$ cat config.mk
export PLATFORM = sky130hd
export DESIGN_NAME = fluxo_dados_rodadas
export DESIGN_NICKNAME = d
export VERILOG_FILES = /design/src/rtl/fluxo_dados_rodadas_pkg.sv /design/src/rtl/contador_m.sv /design/src/rtl/sync_rom_param.sv /design/src/rtl/fluxo_dados_rodadas.sv
export SDC_FILE = /design/constraint.sdc
export NUM_CORES = 1
export LEC_CHECK = 0
export CAP_MARGIN = 25
export CORE_MARGIN = 8
export CORE_UTILIZATION = 32
export DETAILED_ROUTE_END_ITERATION = 6
export GPL_TIMING_DRIVEN = 0
export PLACE_DENSITY = 0.58
export RECOVER_POWER = 25
export SLEW_MARGIN = 25
export SYNTH_ARGS = -nofsm -noshare
export SYNTH_HDL_FRONTEND = slang
export SYNTH_SLANG_ARGS = --single-unit
$ cat constraint.sdc
create_clock -name clock -period 2.8 [get_ports clock]
set_input_delay 0.7 -clock clock [delete_from_list [all_inputs] [get_ports clock]]
set_output_delay 0.7 -clock clock [all_outputs]
set_load 0.005 [all_outputs]
$ cat src/rtl/fluxo_dados_rodadas_pkg.sv
// Shared defaults for the memory-sequence game datapath, control unit and top level.
// Also holds the default sequence used when the ROM is built with an init file name.
package fluxo_dados_rodadas_pkg;

    localparam int unsigned DATA_W_DEF  = 4;
    localparam int unsigned ADDR_W_DEF  = 4;
    localparam int unsigned DEPTH_DEF   = 16;
    localparam int unsigned TIMEOUT_DEF = 5000;

    // Contents of rom.txt, held here so the ROM needs no simulation-only loader.
    function automatic logic [DATA_W_DEF-1:0] sequenciaPadrao(input int unsigned idx);
        logic [DATA_W_DEF-1:0] palavra;
        case (idx)
            0:       palavra = 4'b0001;
            1:       palavra = 4'b0010;
            2:       palavra = 4'b0100;
            3:       palavra = 4'b1000;
            4:       palavra = 4'b0100;
            5:       palavra = 4'b0010;
            6:       palavra = 4'b0001;
            7:       palavra = 4'b0001;
            8:       palavra = 4'b0010;
            9:       palavra = 4'b0010;
            10:      palavra = 4'b0100;
            11:      palavra = 4'b0100;
            12:      palavra = 4'b1000;
            13:      palavra = 4'b1000;
            14:      palavra = 4'b0001;
            15:      palavra = 4'b0100;
            default: palavra = '0;
        endcase
        return palavra;
    endfunction

endpackage

$ cat src/rtl/contador_m.sv
// Modulo-M counter with clear priority; optional saturation at M-1 instead of wrapping.
module contador_m #(
    parameter int unsigned M      = 16,
    parameter int unsigned N      = 4,
    parameter bit          SATURA = 1'b0
) (
    input  logic         clock,
    input  logic         reset_n,
    input  logic         zera,
    input  logic         conta,
    output logic [N-1:0] Q,
    output logic         fim
);

    localparam logic [N-1:0] QMAX = N'(M - 1);

    always_ff @(posedge clock or negedge reset_n) begin
        if (!reset_n) begin
            Q <= '0;
        end else if (zera) begin
            Q <= '0;
        end else if (conta) begin
            if (Q == QMAX) begin
                Q <= SATURA ? QMAX : '0;
            end else begin
                Q <= Q + 1'b1;
            end
        end
    end

    assign fim = (Q == QMAX);

endmodule

$ cat src/rtl/sync_rom_param.sv
// Combinational sequence ROM; addresses at or beyond DEPTH, or an empty MEM_INIT, read as zero.
module sync_rom_param
    import fluxo_dados_rodadas_pkg::*;
#(
    parameter int unsigned ADDR_W   = ADDR_W_DEF,
    parameter int unsigned DATA_W   = DATA_W_DEF,
    parameter int unsigned DEPTH    = DEPTH_DEF,
    parameter string       MEM_INIT = "rom.txt"
) (
    input  logic [ADDR_W-1:0] endereco,
    output logic [DATA_W-1:0] dado
);

    localparam bit CARREGADA = (MEM_INIT != "");

    always_comb begin
        dado = '0;
        if (CARREGADA && (32'(endereco) < DEPTH)) begin
            dado = DATA_W'(sequenciaPadrao(32'(endereco)));
        end
    end

endmodule

$ cat src/rtl/fluxo_dados_rodadas.sv
// Game datapath: address/limit counters, play register, sequence ROM, switch edge detector
// and saturating response timer, all stepped by the control unit.
module fluxo_dados_rodadas
    import fluxo_dados_rodadas_pkg::*;
#(
    parameter int unsigned DATA_W   = DATA_W_DEF,
    parameter int unsigned ADDR_W   = ADDR_W_DEF,
    parameter int unsigned DEPTH    = DEPTH_DEF,
    parameter int unsigned TIMEOUT  = TIMEOUT_DEF,
    parameter string       MEM_INIT = "rom.txt"
) (
    input  logic              clock,
    input  logic              reset_n,
    input  logic              zeraE,
    input  logic              contaE,
    input  logic              zeraL,
    input  logic              contaL,
    input  logic              zeraR,
    input  logic              registraR,
    input  logic              zeraT,
    input  logic              contaT,
    input  logic [DATA_W-1:0] chaves,
    output logic              igual,
    output logic              enderecoIgualLimite,
    output logic              enderecoMenorLimite,
    output logic              fimE,
    output logic              fimL,
    output logic              jogada_feita,
    output logic              timeout,
    output logic [ADDR_W-1:0] db_contagem,
    output logic [ADDR_W-1:0] db_limite,
    output logic [DATA_W-1:0] db_jogada,
    output logic [DATA_W-1:0] db_memoria
);

    localparam int unsigned TIMER_W = (TIMEOUT > 1) ? $clog2(TIMEOUT) : 1;

    logic [TIMER_W-1:0] unusedContagemTempo;
    logic               chavesPrev;

    contador_m #(.M(DEPTH), .N(ADDR_W), .SATURA(1'b0)) contadorEndereco (
        .clock(clock), .reset_n(reset_n), .zera(zeraE), .conta(contaE),
        .Q(db_contagem), .fim(fimE)
    );

    contador_m #(.M(DEPTH), .N(ADDR_W), .SATURA(1'b0)) contadorLimite (
        .clock(clock), .reset_n(reset_n), .zera(zeraL), .conta(contaL),
        .Q(db_limite), .fim(fimL)
    );

    // Saturating mode keeps fim (the timeout flag) high until zeraT.
    contador_m #(.M(TIMEOUT), .N(TIMER_W), .SATURA(1'b1)) contadorTempo (
        .clock(clock), .reset_n(reset_n), .zera(zeraT), .conta(contaT),
        .Q(unusedContagemTempo), .fim(timeout)
    );

    sync_rom_param #(.ADDR_W(ADDR_W), .DATA_W(DATA_W), .DEPTH(DEPTH), .MEM_INIT(MEM_INIT)) memoria (
        .endereco(db_contagem),
        .dado(db_memoria)
    );

    always_ff @(posedge clock or negedge reset_n) begin
        if (!reset_n) begin
            db_jogada <= '0;
        end else if (zeraR) begin
            db_jogada <= '0;
        end else if (registraR) begin
            db_jogada <= chaves;
        end
    end

    always_ff @(posedge clock or negedge reset_n) begin
        if (!reset_n) begin
            chavesPrev   <= 1'b0;
            jogada_feita <= 1'b0;
        end else begin
            chavesPrev   <= |chaves;
            jogada_feita <= (|chaves) & ~chavesPrev;
        end
    end

    assign igual               = (db_jogada == db_memoria);
    assign enderecoIgualLimite = (db_contagem == db_limite);
    assign enderecoMenorLimite = (db_contagem < db_limite);

endmodule

==> metrics <==
outcome=complete, no violations; share of the synthesized area in the top cell type=between 40% and 50%; routed via count=1,295; worst rel slew slack=5.06%; CP endpoint kind=primary output; most frequent cells in the layout=29 x clkdlybuf4s50_1, 24 x dfrtp_1, 23 x nor2_1, 11 x ha_1; CTS Buf Count=3; Crit Path Class=flop to primary output; Worst Max-Slew Pin Slew=around 1400 ps; vias in the first global route=approximately 1.3k; Clock Root Buffer=clkbuf_8; fin nets=between 200 and 250; final instance area=2100 µm²; WL per Instance=between 10 and 15 µm; Netlist cell types=31; YS warnings=0; Syn Inst Count=around 170; Crit. Startpoint=contadorEndereco.Q[0]; crit-path cells=inv_2, ha_1, mux4_2, xor2_1, nor4_1, buf_2; CP bufs+invs=2; Buffers on Ports=34; Synth Area per Inst=~9.6 µm²; Core Region=around 4800 µm²; post-route setup slack=roughly 95 ps; largest net degree at the start of global routing=28; 1st-iter DRT viols=35; row cnt=25; CTS tree=built; most common cell after layout, fill and taps aside=clkdlybuf4s50_1; die area=between 7000 and 8000 µm²; Total Routing Usage GR=10.0%; WP data required=about 2100 ps; Antenna diodes=0; # DRC=0; critical-path cell with the highest stage delay=mux4_2; CTS Sinks=27; vias per inst=between 4 and 5; Post-Place Setup Slack=-217 ps; Final min period=around 2700 ps; CP max FO=6; CP max stage delay=about 480 ps; Inst Count DP=about 270; share of cells above drive strength 1=11.5%; Max Buffers Root-to-Sink=2; min-delay src=chavesPrev; Pleak=roughly 0.9 nW; # IOs=37; Crit path max-delay family=multiplexers; routability congestion estimate=slightly below 0.8; count of final hold-check violations=0; worst skew pair latency=~270 ps; post-route ant nets=0; pwr dens=around 370 nW/µm²; largest cells by area after synthesis=dfrtp_1 42%, ha_1 9.4%, nor2_1 5.4%, mux2i_1 4.4%, xnor2_1 3.3%; hold_buf cts=0; Final period util=between 90% and 100%; Final Non-Filler Cells=between 200 and 300; initial antenna violation count=0; Min-Delay Path Class=flop to flop; Post-Syn Area=between 1500 and 2000 µm²; peak supply drop=between 0.0002 and 0.00025 V; Startpoint Class=flop; synthesis-to-finish area growth=31.5%; Fmax achieved=between 0.3 and 0.4 GHz; MaxCap Viol Count=0; htree depth=1; Synth area leader=dfrtp_1; WP data arrival=2010 ps; Worst-path clk slew=roughly 100 ps; post-synthesis sequential area ratio=42.4%; synthesis-stage register bit count=27; RSZ-0062 raised after global routing=true; syn nets=~190; area of the multi-input gates=877 µm²; Max Slew Vio Count=0; Sequential Area=679 µm²; final setup skew=between 15 and 20 ps; number of fill cells in the layout=492; total power=~0.00077 W; total grt overflow=0; endpoints failing setup=0; drt first pass iters=4; Die Y=slightly below 90 µm; Routed WL=3.54 mm; Reg-to-Reg Start=contadorTempo.Q[5]; HPWL Detailed=2.75 mm; global-route wire length before repair=around 6.2 mm; Placement Cell Area=2010 µm²; initial core utilization=around a third; die width=about 87 µm
## worst register-to-register path, stage by stage, from the launching register on
cell and delay, ps:
dfrtp_1 430, or4_4 550, nor4_4 280, buf_4 180
or3_1 110, a21oi_1 50
## final cells by class
class                   instances  area share, %
plain buffers                   4          0.716
clock buffers                   3           1.97
clock inverters                 1          0.239
inverters                       8           1.43
multi-input cells             127           41.8
flip-flops and latches         27           32.4
well taps                      67           4.00
repair buffers                 39           17.5
## kinds of logic (layout without fill, tap and decap cells)
group | after synthesis | after routing | synth area share (%)
xor+xnor | 12 | 12 | 6.59
simple gates | 75 | 75 | 25.6
mux | 9 | 9 | 6.51
fa+ha+maj | 12 | 12 | 9.41
buf+inv | 12 | 55 | 2.82
compound gates | 19 | 19 | 6.67
flops | 27 | 27 | 42.4
## state kept, by name (all words and copies together) (netlist names)
| register | cells |
|---|---|
| contadorTempo.Q | 13 |
| contadorLimite.Q | 4 |
| chavesPrev | 1 |
| jogada_feita | 1 |
| db_jogada | 4 |
| contadorEndereco.Q | 4 |
## synthesized netlist by cell type
cell type	instances
mux2i_1	7
nor3b_1	1
dfrtp_1	27
mux4_2	1
nor4_4	1
ha_1	12
or4_1	2
nand4_1	4
xnor2_1	6
nor3_1	8
nand2_1	10
o22a_1	2
clkbuf_1	4
o21ai_0	6
inv_1	8
nand3_1	3
nor2b_1	3
and4_1	1
or3b_1	1
a21oi_1	10
or3b_2	3
or3_1	3
nand2b_1	4
and3_1	3
nor4_1	3
and2_1	1
or4_4	1
xor2_1	6
mux2_2	1
a31o_2	1
nor2_1	23
## final timing paths
kind                                         end  slack (ps)  cells after the start
max                                        igual          90                      6
min                                 jogada_feita         400                      1
max in group asynchronous  contadorEndereco.Q[2]        1110                      1
min reg2reg                         jogada_feita         400                      1
min in group asynchronous     contadorTempo.Q[1]         740                      1
max reg2reg                   contadorTempo.Q[3]        1090                      5
## layer usage
layer | vias up | global-route usage [%] | part of all wire (%)
met2 | 13 | 16.7 | 49
met3 | 2 | 1.89 | 3.6
li1 | 667 | - | -
met5 | - | 0 | 0
met1 | 613 | 13.0 | 46
met4 | 0 | 2.35 | 1.1
## stage by stage
stage / utilization (%) / setup TNS, ps / hold slack, ps
3_5_place_dp: 42.4 / -217 / 386
6_report: 44.1 / 0 / 399
3_3_place_gp: 42.5 / -245 / 385
2_1_floorplan: - / 0 / 378
5_1_grt: 44.1 / -50.0 / 412
4_1_cts: 43.8 / -67.6 / 401
## where the power goes
part / total, W / internal (W) / switching [W]
sequential: 0.000416 / 0.000401 / 0.0000152
combinational: 0.000139 / 0.0000794 / 0.0000601
clock: 0.000214 / 0.0000995 / 0.000114
## timing repair
item                       CTS  global route
pin swaps                    1             1
buffers inserted             3             2
setup endpoints to repair    5             3
hold endpoints to repair     0             0
gates resized for setup      8             7
(Power assumes the default switching activity.)
